### src/rtl/axil_cmd_master_pkg.sv
// Shared types and constants for the AXI-Lite command master.
package axil_cmd_master_pkg;

  // FSM state encoding
  typedef logic [2:0] state_t;

  localparam state_t ST_IDLE   = 3'd0;
  localparam state_t ST_WR_REQ = 3'd1;
  localparam state_t ST_WR_RSP = 3'd2;
  localparam state_t ST_RD_REQ = 3'd3;
  localparam state_t ST_RD_RSP = 3'd4;
  localparam state_t ST_RSP    = 3'd5;

  localparam logic [1:0]  RESP_OKAY     = 2'b00;
  localparam logic [1:0]  RESP_SLVERR   = 2'b10;
  localparam logic [31:0] TIMEOUT_RDATA = 32'hDEAD_0BAD;

  // Width of a counter that must hold 0..cycles. Never narrower than
  // one bit, so a disabled timeout (cycles == 0) still elaborates.
  function automatic int timer_width(input int cycles);
    return (cycles < 1) ? 1 : $clog2(cycles + 1);
  endfunction

endpackage

### src/rtl/axil_cmd_master_if.sv
// Command, response and AXI-Lite master signals of axil_cmd_master.
// Modport master is the block's view; modport slave is the
// environment's view (command source, response sink, AXI-Lite slave).
interface axil_cmd_master_if;

  logic        cmd_valid;
  logic        cmd_ready;
  logic        cmd_wr;
  logic [31:0] cmd_addr;
  logic [31:0] cmd_wdata;
  logic [3:0]  cmd_wstrb;

  logic        rsp_valid;
  logic        rsp_ready;
  logic [31:0] rsp_rdata;
  logic [1:0]  rsp_resp;
  logic        rsp_timeout;

  logic        m_awvalid;
  logic        m_awready;
  logic [31:0] m_awaddr;
  logic        m_wvalid;
  logic        m_wready;
  logic [31:0] m_wdata;
  logic [3:0]  m_wstrb;
  logic        m_bvalid;
  logic        m_bready;
  logic [1:0]  m_bresp;
  logic        m_arvalid;
  logic        m_arready;
  logic [31:0] m_araddr;
  logic        m_rvalid;
  logic        m_rready;
  logic [31:0] m_rdata;
  logic [1:0]  m_rresp;

  modport master (
    input  cmd_valid, cmd_wr, cmd_addr, cmd_wdata, cmd_wstrb,
    output cmd_ready,
    output rsp_valid, rsp_rdata, rsp_resp, rsp_timeout,
    input  rsp_ready,
    output m_awvalid, m_awaddr, m_wvalid, m_wdata, m_wstrb, m_bready,
    output m_arvalid, m_araddr, m_rready,
    input  m_awready, m_wready, m_bvalid, m_bresp,
    input  m_arready, m_rvalid, m_rdata, m_rresp
  );

  modport slave (
    output cmd_valid, cmd_wr, cmd_addr, cmd_wdata, cmd_wstrb,
    input  cmd_ready,
    input  rsp_valid, rsp_rdata, rsp_resp, rsp_timeout,
    output rsp_ready,
    input  m_awvalid, m_awaddr, m_wvalid, m_wdata, m_wstrb, m_bready,
    input  m_arvalid, m_araddr, m_rready,
    output m_awready, m_wready, m_bvalid, m_bresp,
    output m_arready, m_rvalid, m_rdata, m_rresp
  );

endinterface

### src/rtl/axil_cmd_master.sv
// Single-outstanding AXI-Lite master: turns one command into one
// single-beat read or write and returns one response, with a
// response-phase timeout.
//
// state  | meaning
// -------+----------------------------------------------------------
// IDLE   | waiting for a command (blocked while stale)
// WR_REQ | AW and W presented; each drops after its own handshake
// WR_RSP | waiting for B, timer running
// RD_REQ | AR presented until accepted
// RD_RSP | waiting for R, timer running
// RSP    | response held on rsp_* until rsp_ready
//
// stale marks a timed-out transaction whose B/R may still arrive; both
// bready and rready stay high so that late beat is absorbed and dropped
// before any new command is taken.
module axil_cmd_master
  import axil_cmd_master_pkg::*;
#(
  parameter int TIMEOUT_CYCLES = 1024
) (
  input  logic              clk_main_a0,
  input  logic              rst_main_n,
  axil_cmd_master_if.master bus
);

  localparam int            TW       = timer_width(TIMEOUT_CYCLES);
  localparam bit            TMR_EN   = (TIMEOUT_CYCLES > 0);
  localparam logic [TW-1:0] TMR_SAT  = TW'(TIMEOUT_CYCLES);
  localparam logic [TW-1:0] TMR_LAST = TW'((TIMEOUT_CYCLES > 0) ? TIMEOUT_CYCLES - 1 : 0);

  state_t        state_q, state_d;
  logic          stale_q, stale_d;
  logic [TW-1:0] timer_q, timer_d;
  logic          aw_done_q, aw_done_d;
  logic          w_done_q, w_done_d;
  logic [31:0]   addr_q, addr_d;
  logic [31:0]   wdata_q, wdata_d;
  logic [3:0]    wstrb_q, wstrb_d;
  logic [31:0]   rdata_q, rdata_d;
  logic [1:0]    resp_q, resp_d;
  logic          tmo_q, tmo_d;

  logic cmd_hs, aw_hs, w_hs, ar_hs, b_hs, r_hs, tmr_expire;

  // cmd_ready is gated by reset so it reads 0 while reset is held
  assign bus.cmd_ready   = rst_main_n && (state_q == ST_IDLE) && !stale_q;
  assign bus.m_awvalid   = (state_q == ST_WR_REQ) && !aw_done_q;
  assign bus.m_wvalid    = (state_q == ST_WR_REQ) && !w_done_q;
  assign bus.m_arvalid   = (state_q == ST_RD_REQ);
  assign bus.m_bready    = (state_q == ST_WR_RSP) || stale_q;
  assign bus.m_rready    = (state_q == ST_RD_RSP) || stale_q;
  assign bus.m_awaddr    = addr_q;
  assign bus.m_araddr    = addr_q;
  assign bus.m_wdata     = wdata_q;
  assign bus.m_wstrb     = wstrb_q;
  assign bus.rsp_valid   = (state_q == ST_RSP);
  assign bus.rsp_rdata   = rdata_q;
  assign bus.rsp_resp    = resp_q;
  assign bus.rsp_timeout = tmo_q;

  assign cmd_hs = bus.cmd_valid && bus.cmd_ready;
  assign aw_hs  = bus.m_awvalid && bus.m_awready;
  assign w_hs   = bus.m_wvalid && bus.m_wready;
  assign ar_hs  = bus.m_arvalid && bus.m_arready;
  assign b_hs   = bus.m_bvalid && bus.m_bready;
  assign r_hs   = bus.m_rvalid && bus.m_rready;

  // Expiry fires on the last permitted response cycle, so the response
  // state lasts exactly TIMEOUT_CYCLES cycles when nothing arrives.
  assign tmr_expire = TMR_EN && (timer_q == TMR_LAST);

  // Next-state, capture and response-register logic
  always_comb begin
    state_d   = state_q;
    stale_d   = stale_q;
    timer_d   = '0;
    aw_done_d = aw_done_q;
    w_done_d  = w_done_q;
    addr_d    = addr_q;
    wdata_d   = wdata_q;
    wstrb_d   = wstrb_q;
    rdata_d   = rdata_q;
    resp_d    = resp_q;
    tmo_d     = tmo_q;

    // A late beat from a timed-out transaction is swallowed here
    if (stale_q && (b_hs || r_hs)) begin
      stale_d = 1'b0;
    end

    case (state_q)
      ST_IDLE: begin
        if (cmd_hs) begin
          addr_d    = bus.cmd_addr;
          wdata_d   = bus.cmd_wdata;
          wstrb_d   = bus.cmd_wstrb;
          aw_done_d = 1'b0;
          w_done_d  = 1'b0;
          state_d   = bus.cmd_wr ? ST_WR_REQ : ST_RD_REQ;
        end
      end

      ST_WR_REQ: begin
        if (aw_hs) aw_done_d = 1'b1;
        if (w_hs)  w_done_d  = 1'b1;
        if ((aw_done_q || aw_hs) && (w_done_q || w_hs)) begin
          state_d = ST_WR_RSP;
        end
      end

      ST_RD_REQ: begin
        if (ar_hs) state_d = ST_RD_RSP;
      end

      ST_WR_RSP, ST_RD_RSP: begin
        if ((state_q == ST_WR_RSP) ? b_hs : r_hs) begin
          rdata_d = (state_q == ST_WR_RSP) ? 32'h0 : bus.m_rdata;
          resp_d  = (state_q == ST_WR_RSP) ? bus.m_bresp : bus.m_rresp;
          tmo_d   = 1'b0;
          state_d = ST_RSP;
        end else if (tmr_expire) begin
          rdata_d = TIMEOUT_RDATA;
          resp_d  = RESP_SLVERR;
          tmo_d   = 1'b1;
          stale_d = 1'b1;
          state_d = ST_RSP;
        end else begin
          timer_d = (timer_q == TMR_SAT) ? timer_q : timer_q + TW'(1);
        end
      end

      ST_RSP: begin
        if (bus.rsp_ready) state_d = ST_IDLE;
      end

      default: state_d = ST_IDLE;
    endcase
  end

  // State and datapath registers, all cleared by reset
  always_ff @(posedge clk_main_a0 or negedge rst_main_n) begin
    if (!rst_main_n) begin
      state_q   <= ST_IDLE;
      stale_q   <= 1'b0;
      timer_q   <= '0;
      aw_done_q <= 1'b0;
      w_done_q  <= 1'b0;
      addr_q    <= '0;
      wdata_q   <= '0;
      wstrb_q   <= '0;
      rdata_q   <= '0;
      resp_q    <= RESP_OKAY;
      tmo_q     <= 1'b0;
    end else begin
      state_q   <= state_d;
      stale_q   <= stale_d;
      timer_q   <= timer_d;
      aw_done_q <= aw_done_d;
      w_done_q  <= w_done_d;
      addr_q    <= addr_d;
      wdata_q   <= wdata_d;
      wstrb_q   <= wstrb_d;
      rdata_q   <= rdata_d;
      resp_q    <= resp_d;
      tmo_q     <= tmo_d;
    end
  end

endmodule

### src/flat_wrapper.sv
// flat-port wrapper written by rule: the top's interface ports become plain ports
module axil_cmd_master_flat import axil_cmd_master_pkg::*;
#(
  parameter int TIMEOUT_CYCLES = 1024
)
  (clk_main_a0, rst_main_n, bus_cmd_valid, bus_cmd_wr, bus_cmd_addr, bus_cmd_wdata, bus_cmd_wstrb, bus_cmd_ready, bus_rsp_valid, bus_rsp_rdata, bus_rsp_resp, bus_rsp_timeout, bus_rsp_ready, bus_m_awvalid, bus_m_awaddr, bus_m_wvalid, bus_m_wdata, bus_m_wstrb, bus_m_bready, bus_m_arvalid, bus_m_araddr, bus_m_rready, bus_m_awready, bus_m_wready, bus_m_bvalid, bus_m_bresp, bus_m_arready, bus_m_rvalid, bus_m_rdata, bus_m_rresp);
  axil_cmd_master_if bus_i ();
  input  logic clk_main_a0;
  input  logic rst_main_n;
  input wire logic [$bits(bus_i.cmd_valid)-1:0] bus_cmd_valid;
  input wire logic [$bits(bus_i.cmd_wr)-1:0] bus_cmd_wr;
  input wire logic [$bits(bus_i.cmd_addr)-1:0] bus_cmd_addr;
  input wire logic [$bits(bus_i.cmd_wdata)-1:0] bus_cmd_wdata;
  input wire logic [$bits(bus_i.cmd_wstrb)-1:0] bus_cmd_wstrb;
  output wire logic [$bits(bus_i.cmd_ready)-1:0] bus_cmd_ready;
  output wire logic [$bits(bus_i.rsp_valid)-1:0] bus_rsp_valid;
  output wire logic [$bits(bus_i.rsp_rdata)-1:0] bus_rsp_rdata;
  output wire logic [$bits(bus_i.rsp_resp)-1:0] bus_rsp_resp;
  output wire logic [$bits(bus_i.rsp_timeout)-1:0] bus_rsp_timeout;
  input wire logic [$bits(bus_i.rsp_ready)-1:0] bus_rsp_ready;
  output wire logic [$bits(bus_i.m_awvalid)-1:0] bus_m_awvalid;
  output wire logic [$bits(bus_i.m_awaddr)-1:0] bus_m_awaddr;
  output wire logic [$bits(bus_i.m_wvalid)-1:0] bus_m_wvalid;
  output wire logic [$bits(bus_i.m_wdata)-1:0] bus_m_wdata;
  output wire logic [$bits(bus_i.m_wstrb)-1:0] bus_m_wstrb;
  output wire logic [$bits(bus_i.m_bready)-1:0] bus_m_bready;
  output wire logic [$bits(bus_i.m_arvalid)-1:0] bus_m_arvalid;
  output wire logic [$bits(bus_i.m_araddr)-1:0] bus_m_araddr;
  output wire logic [$bits(bus_i.m_rready)-1:0] bus_m_rready;
  input wire logic [$bits(bus_i.m_awready)-1:0] bus_m_awready;
  input wire logic [$bits(bus_i.m_wready)-1:0] bus_m_wready;
  input wire logic [$bits(bus_i.m_bvalid)-1:0] bus_m_bvalid;
  input wire logic [$bits(bus_i.m_bresp)-1:0] bus_m_bresp;
  input wire logic [$bits(bus_i.m_arready)-1:0] bus_m_arready;
  input wire logic [$bits(bus_i.m_rvalid)-1:0] bus_m_rvalid;
  input wire logic [$bits(bus_i.m_rdata)-1:0] bus_m_rdata;
  input wire logic [$bits(bus_i.m_rresp)-1:0] bus_m_rresp;
  assign bus_i.cmd_valid = bus_cmd_valid;
  assign bus_i.cmd_wr = bus_cmd_wr;
  assign bus_i.cmd_addr = bus_cmd_addr;
  assign bus_i.cmd_wdata = bus_cmd_wdata;
  assign bus_i.cmd_wstrb = bus_cmd_wstrb;
  assign bus_cmd_ready = bus_i.cmd_ready;
  assign bus_rsp_valid = bus_i.rsp_valid;
  assign bus_rsp_rdata = bus_i.rsp_rdata;
  assign bus_rsp_resp = bus_i.rsp_resp;
  assign bus_rsp_timeout = bus_i.rsp_timeout;
  assign bus_i.rsp_ready = bus_rsp_ready;
  assign bus_m_awvalid = bus_i.m_awvalid;
  assign bus_m_awaddr = bus_i.m_awaddr;
  assign bus_m_wvalid = bus_i.m_wvalid;
  assign bus_m_wdata = bus_i.m_wdata;
  assign bus_m_wstrb = bus_i.m_wstrb;
  assign bus_m_bready = bus_i.m_bready;
  assign bus_m_arvalid = bus_i.m_arvalid;
  assign bus_m_araddr = bus_i.m_araddr;
  assign bus_m_rready = bus_i.m_rready;
  assign bus_i.m_awready = bus_m_awready;
  assign bus_i.m_wready = bus_m_wready;
  assign bus_i.m_bvalid = bus_m_bvalid;
  assign bus_i.m_bresp = bus_m_bresp;
  assign bus_i.m_arready = bus_m_arready;
  assign bus_i.m_rvalid = bus_m_rvalid;
  assign bus_i.m_rdata = bus_m_rdata;
  assign bus_i.m_rresp = bus_m_rresp;
  axil_cmd_master #(.TIMEOUT_CYCLES(TIMEOUT_CYCLES)) u_core (.clk_main_a0(clk_main_a0), .rst_main_n(rst_main_n), .bus(bus_i));
endmodule
### config.mk
export PLATFORM = sky130hd
export DESIGN_NAME = axil_cmd_master_flat
export DESIGN_NICKNAME = d
export VERILOG_FILES = /design/src/rtl/axil_cmd_master_pkg.sv /design/src/rtl/axil_cmd_master_if.sv /design/src/rtl/axil_cmd_master.sv /design/src/flat_wrapper.sv
export SDC_FILE = /design/constraint.sdc
export NUM_CORES = 1
export LEC_CHECK = 0
export CAP_MARGIN = 20
export CORE_MARGIN = 2
export CORE_UTILIZATION = 41
export CTS_CLUSTER_DIAMETER = 80
export DETAILED_ROUTE_END_ITERATION = 8
export GPL_TIMING_DRIVEN = 0
export PLACE_DENSITY = 0.79
export SLEW_MARGIN = 10
export SYNTH_ARGS = -nofsm -noshare
export SYNTH_HDL_FRONTEND = slang
export SYNTH_SLANG_ARGS = --single-unit
export TNS_END_PERCENT = 20
### constraint.sdc
create_clock -name clk_main_a0 -period 2.6 [get_ports clk_main_a0]
set_input_delay 0.52 -clock clk_main_a0 [delete_from_list [all_inputs] [get_ports clk_main_a0]]
set_output_delay 0.52 -clock clk_main_a0 [all_outputs]
set_load 0.05 [all_outputs]
==> flow_summary.yaml, run 1 <==
floorplan:
  core_um2: 13140
  rows: 42
  die_w_um: 119.4
  chipHeight_um: 119.4
  io_pins: 256
  die_area_um2: 14250
  initial_core_util_pct: 41.54
synthesis:
  synth_top_family_by_area: "multiplexers"
  synth_edf_count: 0
  postSynthNetCount: 564
  ys_async_sr_fraction_pct: 100.0
  syn_avg_cell_area_um2: 12.18
  syn_area_um2: 5458
  yosysTopAreaCell: "dfrtp_1"
  netlist_instances: 448
  yosysWarnings: 0
  synth_adder_area_share_pct: 0.4585
  seq_area_frac_synth_pct: 55.02
  muxShareOfSynthArea_pct: 18.73
  yosysTopAreaCellShare_pct: 55.02
  yosysUniqueCellTypes: 52
  synthFlopType: "dfrtp_1"
  synth_simple_gate_area_share_pct: 10.82
  ys_ff_latch: 120
  synth_compound_area_share_pct: 5.983
  synth-xor-area-share_pct: 1.284
  synthTopCellsByArea: "dfrtp_1, mux2_1, buf_4"
clocking:
  numCtsBuffers: 17
  cts_tree: "built"
  cts_root_buf: "clkbuf_16"
  cts.clk_slew.worst_paths_ns: 0.05
  cts_sinks: 120
  cts_buffer_depth: 2
  clk_latency_ns: 0.41
  h-tree-depth: 4
  cts_setup_buffers: 0
grt:
  antenna_found_initial: 0
  grt_max_degree: 62
  track_usage_pct: 20.76
  grt_pass1_vias: 4430
  grt_pass1_wl_um: 23060
  grt_remaining_overflow: 0
cells_and_area:
  mostFrequentLayoutCells: "clkdlybuf4s50_1, dfrtp_1, mux2_1, nand2_1, buf_4"
  nFillCells: 964
  layout.nets: 841
  finalInstanceArea_um2: 8841
  layout-drive-gt1-share_pct: 15.06
  layout_commonest_cell: "clkdlybuf4s50_1"
  areaGrowthSynthToFinish_pct: 61.99
  antenna_cells: 0
drt:
  first_pass_iters: 4
  drt_wl_total_um: 14520
  viasPerCell: 4.796
  vias: 4379
  wl_per_cell_um: 15.90
  drc: 0
  drtIter0Drc: 203
  drtAntennaViolNets: 0
timing:
  holdWs_ns: 0.06424
  fmax_ghz: 0.4010
  finalHoldViolCount: 0
  setup_tns_ns: 0
  worst_slew_pin_slew_ns: 0.5517
  maxSlewViolCount: 0
  slew_headroom_pct: 63.10
  period_share_pct: 95.92
  finalSetupViolations: 0
  post-route-min-period_ns: 2.494
  rsz0062_at_grt: "false"
  fin_skew_ns: 0.009375
placement:
  place.gp.congestion: 0.8571
  dp_hpwl_um: 10990
  port_buffers: 255
  place_area_um2: 8259
status:
  status: "completed"
power_and_ir_drop:
  p_leak_nw: 3.728
  power_density_nw_per_um2: 1501
  peakVddDrop_uv: 634.5
worst_setup_path:
  worstPathMaxFanout: 10
  cp.required_ns: 2.08
  cp.arrival_ns: 1.97
  crit_type: "reg -> out"
  critPathCaptureType: "output port"
  start_kind: "flop"
worst_hold_path:
  hp-class: "in -> async"
job:
  max_cap_viol_count: 0
[state kept, by name, indices dropped and copies added (netlist names)]
name / count
u_core.timer_q: 11
u_core.aw_done_q: 1
u_core.state_q: 3
u_core.bus.rsp_rdata: 32
u_core.stale_q: 1
u_core.bus.rsp_timeout: 1
u_core.bus.m_wstrb: 4
u_core.bus.m_araddr: 32
u_core.bus.m_wdata: 32
u_core.w_done_q: 1
u_core.bus.rsp_resp: 2
[kinds of logic (layout without fill, tap and decap cells)]
family / Yosys count / after routing
compound gates: 37 / 37
xor+xnor: 8 / 8
flops: 120 / 120
simple gates: 118 / 118
buf+inv: 72 / 361
fa+ha+maj: 2 / 2
mux: 91 / 91
[Yosys cell counts (all sizes together) (4+ instances only)]
library cell / number
buf: 49
mux2: 89
and2: 4
a21oi: 5
nand3: 19
o31ai: 13
xor2: 4
nor2: 19
o21ai: 4
clkbuf: 6
xnor2: 4
nand4: 4
nor4: 4
inv: 17
nand2: 47
dfrtp: 120
[worst paths after layout]
kind                                                     start                                    to  slack (ns)  depth (start not counted)
max in group asynchronous                           rst_main_n     u_core.bus.m_wdata[0]$_DFFE_PN0P_        1.59                          2
min in group clk_main_a0   u_core.bus.rsp_rdata[8]$_DFFE_PN0P_   u_core.bus.rsp_rdata[8]$_DFFE_PN0P_        0.49                          1
min reg2reg                u_core.bus.rsp_rdata[8]$_DFFE_PN0P_   u_core.bus.rsp_rdata[8]$_DFFE_PN0P_        0.49                          1
min                                                 rst_main_n    u_core.bus.m_wdata[12]$_DFFE_PN0P_        0.06                          2
max                              u_core.state_q[1]$_DFFE_PN0P_                         bus_rsp_valid        0.11                          4
max reg2reg                      u_core.state_q[1]$_DFFE_PN0P_  u_core.bus.rsp_rdata[27]$_DFFE_PN0P_        0.49                          6
[final cells by class]
class	instances	area, um2	area share, %
well taps	176	220.2	2.491
clock buffers	23	478.0	5.406
inverters	17	63.81	0.7218
multi-input cells	256	2034	23.01
flip-flops and latches	120	3003	33.97
plain buffers	55	357.8	4.048
clock inverters	8	72.57	0.8208
repair buffers	258	2611	29.54
[per-stage QoR]
| stage | total power, mW | setup slack, ns | util [%] | instances |
|---|---|---|---|---|
| 6_report | 13.27 | 0.1060 | 67.30 | 913 |
| 5_1_grt | 13.82 | 0.009444 | 67.30 | 913 |
| 3_3_place_gp | 11.03 | -4.285 | 62.65 | 879 |
| 4_1_cts | 13.38 | 0.009536 | 67.35 | 913 |
| 3_5_place_dp | 11.18 | -0.6189 | 62.87 | 880 |
| 2_1_floorplan | 8.419 | 0.5694 | - | 448 |
[metal layers]
metal	global-route usage [%]	part of all wire [%]
met5	0	0
met4	8.235	2.4
met3	6.322	5.8
met2	36.93	53
met1	23.19	39
[timing repair]
| item | 4_1_cts | 5_1_grt |
|---|---|---|
| resized for setup | 17 | 9 |
| endpoints found under the setup margin | 7 | 6 |
| hold buffers | 2 | 0 |
| hold endpoints to repair | 11 | 0 |
[report_power, final]
group / switching [mW] / internal, mW / total (mW)
Clock: 0.807 / 1.38 / 2.18
Combinational: 5.08 / 2.85 / 7.93
Sequential: 0.497 / 2.66 / 3.16
[critical path: stages (launching register included)]
cell	delay (ns)
dfrtp_1	0.39
buf_2	0.18
and2b_1	0.32
and2_1	0.16
clkdlybuf4s15_1	0.52
Power figures use the tool's default switching activity.
==> inputs of run 2 (changes only) <==
--- a/config.mk
+++ b/config.mk
@@ -12,6 +12,7 @@
 export DETAILED_ROUTE_END_ITERATION = 8
 export GPL_TIMING_DRIVEN = 0
 export PLACE_DENSITY = 0.79
+export SKIP_LAST_GASP = 1
 export SLEW_MARGIN = 10
 export SYNTH_ARGS = -nofsm -noshare
 export SYNTH_HDL_FRONTEND = slang
==> run 2 against run 1 <==
  * Clock power hardly changed
  * Combinational power hardly changed
  * Flip-flop and latch count stayed put
  * Worst setup slack worse by 0.089 ns
  * Via count is 0.23% higher
  * Sequential share of layout area is 0.11 points higher
  * Non-clock buffer count is 3 lower
  * Largest power group unchanged
  * Fmax is 3.4% lower
  * Sequential power hardly changed
  * Clock skew hardly changed
  * Routed wire length is 0.51% lower
  * Cell area is 0.33% lower
==> flow_summary.yaml, run 2 (synthesized netlist as in run 1, its figures left out) <==
clocking:
  numCtsBuffers: 17
  cts_buffer_depth: 2
  hold_buffers: 0
  cts_tree: "built"
  cts_root_buf: "clkbuf_16"
  clk_latency_ns: 0.41
  h-tree-depth: 4
  cts.clk_slew.worst_paths_ns: 0.05
  cts_sinks: 120
placement:
  place.gp.congestion: 0.8571
  dpl.cell_count: 880
  port_buffers: 255
  dp_hpwl_um: 10990
  place_area_um2: 8259
worst_hold_path:
  hp-class: "in -> async"
grt:
  track_usage_pct: 20.60
  antenna_found_initial: 0
  grt_remaining_overflow: 0
  grt_pass1_vias: 4412
  grt_pass1_wl_um: 22950
  grt_max_degree: 62
cells_and_area:
  layoutNonFillerInstCount: 910
  layout-drive-gt1-share_pct: 14.58
  layout_commonest_cell: "clkdlybuf4s50_1"
  areaGrowthSynthToFinish_pct: 61.46
  finalInstanceArea_um2: 8812
  mostFrequentLayoutCells: "clkdlybuf4s50_1, dfrtp_1, mux2_1, nand2_1, buf_4"
  utilization_pct: 67.08
  antenna_cells: 0
  nFillCells: 972
  layout.nets: 838
drt:
  vias: 4389
  viasPerCell: 4.823
  top_layer_used: "met4"
  first_pass_iters: 4
  wl_per_cell_um: 15.87
  met2WireLength_um: 7608
  drt_wl_total_um: 14440
  drtAntennaViolNets: 0
  wl_met1_um: 5625
  wl_met3_um: 900
  drtIter0Drc: 231
  drc: 0
timing:
  post-route-min-period_ns: 2.583
  fin_skew_ns: 0.009679
  rsz0062_at_grt: "true"
  worst_slew_pin_slew_ns: 0.5536
  period_share_pct: 99.33
  slew_headroom_pct: 62.98
  maxSlewViolCount: 0
  finalSetupViolations: 0
  fmax_ghz: 0.3872
  finalHoldViolCount: 0
power_and_ir_drop:
  p_leak_nw: 3.761
  peakVddDrop_uv: 636.0
  power_density_nw_per_um2: 1506
worst_setup_path:
  crit_type: "reg -> out"
  cp.required_ns: 2.08
  crit_family: "buffers and inverters"
  worstPathMaxFanout: 10
  critPathCaptureType: "output port"
  path_buf_inv: 3
  slowest_delay_ns: 0.56
  cp.arrival_ns: 2.06
  worstPathCellList: "buf_2, clkbuf_1, nand2_1, nor2_1, dlygate4sd2_1"
  cp_slowest_cell: "dlygate4sd2_1"
  start_kind: "flop"
floorplan:
  rows: 42
  initial_core_util_pct: 41.54
  core_um2: 13140
  die_w_um: 119.4
  chipHeight_um: 119.4
  die_area_um2: 14250
  io_pins: 256
job:
  max_cap_viol_count: 0
status:
  status: "completed"
-- run 2: changes by cell type in the layout (fill, tap and decap cells not counted), moves of 2 or more --
cell | previous run | this run
clkbuf_2 | 3 | 1
clkdlybuf4s15_1 | 2 | 0
dlygate4sd2_1 | 0 | 2
dlymetal6s2s_1 | 0 | 3
-- run 2: path summary, 6_finish.rpt --
check / cells after the start / from / end / slack (ns)
worst max-delay path: 5 / u_core.state_q[0]$_DFFE_PN0P_ / bus_m_awvalid / 0.02
worst min-delay path: 1 / rst_main_n / u_core.bus.m_wdata[4]$_DFFE_PN0P_ / 0.03
worst max register to register: 6 / u_core.state_q[1]$_DFFE_PN0P_ / u_core.bus.rsp_rdata[27]$_DFFE_PN0P_ / 0.49
worst min register to register: 1 / u_core.bus.rsp_rdata[9]$_DFFE_PN0P_ / u_core.bus.rsp_rdata[9]$_DFFE_PN0P_ / 0.49
max in group asynchronous: 2 / rst_main_n / u_core.bus.rsp_rdata[16]$_DFFE_PN0P_ / 1.90
min in group clk_main_a0: 1 / u_core.bus.rsp_rdata[9]$_DFFE_PN0P_ / u_core.bus.rsp_rdata[9]$_DFFE_PN0P_ / 0.49
-- run 2: final cells by class --
class	count	area [um2]	area share, %
Inverter	17	63.81	0.7241
Buffer	54	352.8	4.004
Tap cell	176	220.2	2.499
Timing Repair Buffer	256	2585	29.33
Multi-Input combinational cell	256	2037	23.12
Sequential cell	120	3003	34.08
Clock buffer	23	478.0	5.424
Clock inverter	8	72.57	0.8235
-- run 2: through the flow --
stage          setup WS (ns)  hold WS [ns]  TNS [ns]  total power, mW
2_1_floorplan         0.5694        0.2244         0            8.419
3_3_place_gp          -4.285        0.4692   -705.59            11.03
3_5_place_dp         -0.6189        0.4758    -14.10            11.18
4_1_cts              -0.2559       0.04498    -1.090            13.38
5_1_grt              -0.1335       0.04734    -1.026            13.81
6_report             0.01729       0.03396         0            13.27
-- run 2: timing repair --
action                                  in CTS  in global routing
pin swaps                                    0                  0
gates resized for setup                      7                  7
endpoints found under the setup margin       7                 27
setup buffers                                0                  0
endpoints found under the hold margin        0                  0
-- run 2: metal layers --
layer  vias up  global-route usage (%)
li1       2062                       -
met1      2133                   23.10
met2       170                   36.49
met3        24                   6.322
met4         0                   8.235
met5         -                       0
-- run 2: power by group --
part / switching, mW / leakage, nW / total [mW] / internal (mW)
clock: 0.808 / 0.265 / 2.18 / 1.38
sequential: 0.493 / 1.43 / 3.16 / 2.66
combinational: 5.08 / 2.06 / 7.93 / 2.85
total: 6.38 / 3.76 / 13.3 / 6.89
==> inputs of run 3 (changes only) <==
--- a/config.mk
+++ b/config.mk
@@ -7,11 +7,11 @@
 export LEC_CHECK = 0
 export CAP_MARGIN = 20
 export CORE_MARGIN = 2
-export CORE_UTILIZATION = 41
+export CORE_UTILIZATION = 35
 export CTS_CLUSTER_DIAMETER = 80
 export DETAILED_ROUTE_END_ITERATION = 8
 export GPL_TIMING_DRIVEN = 0
-export PLACE_DENSITY = 0.79
+export PLACE_DENSITY = 0.69
 export SKIP_LAST_GASP = 1
 export SLEW_MARGIN = 10
 export SYNTH_ARGS = -nofsm -noshare
==> run 3 against run 2 <==
  * The run now ends with negative setup slack left
  * Cell count increased by 1.4%
  * Clock power increased by 13%
  * Register-to-register slack got worse by 0.03 ns
  * Worst setup slack got worse by 0.21 ns
  * Cell area increased by 1.0%
==> flow_summary.yaml, run 3 (synthesized netlist as in run 1, its figures left out) <==
status:
  status: "finished, violations left"
  violations: "negative setup slack"
cells_and_area:
  layoutNonFillerInstCount: 923
  layout-drive-gt1-share_pct: 14.69
  layout_commonest_cell: "clkdlybuf4s50_1"
  mostFrequentLayoutCells: "clkdlybuf4s50_1, dfrtp_1, mux2_1, nand2_1, buf_4"
  areaGrowthSynthToFinish_pct: 63.11
  utilization_pct: 58.56
  finalInstanceArea_um2: 8902
  layout.nets: 838
  antenna_cells: 0
worst_setup_path:
  cp_slowest_cell: "clkdlybuf4s50_1"
  cp.arrival_ns: 2.27
  crit_family: "buffers and inverters"
  path_buf_inv: 2
  crit_type: "reg -> out"
  worstPathCellList: "buf_2, nor2_2, and3_1, clkdlybuf4s50_1"
  slowest_delay_ns: 0.83
  worstPathMaxFanout: 10
  start_kind: "flop"
  critPathCaptureType: "output port"
  cp.required_ns: 2.08
power_and_ir_drop:
  internal_power_mw: 7.157
  power_frac_clock_pct: 18.3
  power_density_nw_per_um2: 1522
  switching_share_pct: 47.16
  power_frac_comb_pct: 58.5
  p_leak_nw: 3.766
  peakVddDrop_uv: 728.7
  p_sw_mw: 6.389
  sequentialPowerShare_pct: 23.3
clocking:
  cts_buffer_depth: 2
  cts_setup_buffers: 0
  cts_root_buf: "clkbuf_16"
  clk_latency_ns: 0.41
  cts.clk_slew.worst_paths_ns: 0.06
  h-tree-depth: 4
  numCtsBuffers: 17
  cts_tree: "built"
  cts_sinks: 120
grt:
  antenna_found_initial: 0
  grt_pass1_vias: 4444
  grt_pass1_wl_um: 23140
  grt_remaining_overflow: 0
  track_usage_pct: 17.83
  grt_max_degree: 68
timing:
  fmax_ghz: 0.3587
  worst_slew_pin_slew_ns: 0.6713
  timing.final.ws_setup_ns: -0.1882
  maxSlewViolCount: 0
  finalSetupViolations: 5
  fin_skew_ns: 0.005887
  rsz0062_at_grt: "true"
  finalHoldViolCount: 0
  post-route-min-period_ns: 2.788
  period_share_pct: 107.2
  slew_headroom_pct: 54.83
drt:
  wl_per_cell_um: 15.68
  vias: 4316
  drtAntennaViolNets: 0
  drt_wl_total_um: 14470
  drtIter0Drc: 176
  first_pass_iters: 6
  viasPerCell: 4.676
  drc: 0
job:
  max_cap_viol_count: 0
floorplan:
  die_w_um: 128.9
  chipHeight_um: 128.9
  core_um2: 15200
  die_area_um2: 16610
  initial_core_util_pct: 35.90
  io_pins: 256
  rows: 45
worst_hold_path:
  hp-class: "in -> async"
placement:
  place_area_um2: 8274
  port_buffers: 255
  dp_hpwl_um: 11270
  place.gp.congestion: 0.8268
  dpl.cell_count: 892
==> run 3: what timing repair did <==
| action | CTS | global route |
|---|---|---|
| gates resized for setup | 7 | 2 |
| hold buffers | 0 | 0 |
| endpoints found under the hold margin | 0 | 0 |
| gates cloned | 0 | 0 |
| endpoints found under the setup margin | 7 | 7 |
==> run 3: area by class of cell <==
class,instances,area (um2)
Multi-Input combinational cell,256,2034
Tap cell,188,235.2
Clock buffer,20,456.7
Clock inverter,12,173.9
Buffer,54,352.8
Sequential cell,120,3003
Fill cell,1255,6300
Timing Repair Buffer,256,2582
Inverter,17,63.81
==> run 3: worst paths after layout <==
kind	from	to	slack, ns	cells after the start
min in group clk_main_a0	u_core.bus.rsp_rdata[2]$_DFFE_PN0P_	u_core.bus.rsp_rdata[2]$_DFFE_PN0P_	0.48	1
worst max-delay path	u_core.state_q[1]$_DFFE_PN0P_	bus_cmd_ready	-0.19	4
worst max register to register	u_core.state_q[1]$_DFFE_PN0P_	u_core.bus.rsp_rdata[21]$_DFFE_PN0P_	0.46	6
max in group asynchronous	rst_main_n	u_core.bus.m_araddr[8]$_DFFE_PN0P_	1.87	2
worst min-delay path	rst_main_n	u_core.state_q[2]$_DFFE_PN0P_	0.06	1
worst min register to register	u_core.bus.rsp_rdata[2]$_DFFE_PN0P_	u_core.bus.rsp_rdata[2]$_DFFE_PN0P_	0.48	1
==> run 3: power groups by stage <==
stage          clock network (mW)  logic [mW]  registers [mW]
2_1_floorplan                   0        2.67            5.75
3_3_place_gp                    0        7.90            3.15
5_1_grt                      2.62        8.27            3.27
6_report                     2.47        7.92            3.15
3_5_place_dp                    0        8.00            3.19
4_1_cts                      2.53        7.99            3.17
==> run 3: routing by layer <==
layer	part of all wire (%)	up-vias	global-route usage [%]
met5	0	-	0
met4	1.9	0	6.138
met3	6.6	23	5.031
met2	50	177	30.66
met1	41	2056	21.54
li1	-	2060	-
==> run 3: metrics by stage <==
| stage | setup TNS [ns] | power [mW] | hold WS, ns | worst slack (ns) |
|---|---|---|---|---|
| floorplan | 0 | 8.419 | 0.2244 | 0.5694 |
| global placement | -735.50 | 11.05 | 0.4696 | -4.426 |
| detailed placement | -0.4755 | 11.19 | 0.4734 | -0.2263 |
| CTS | -0.8186 | 13.70 | 0.06954 | -0.2480 |
| global route | -1.070 | 14.16 | 0.09592 | -0.2982 |
| finish | -0.3130 | 13.55 | 0.06309 | -0.1882 |
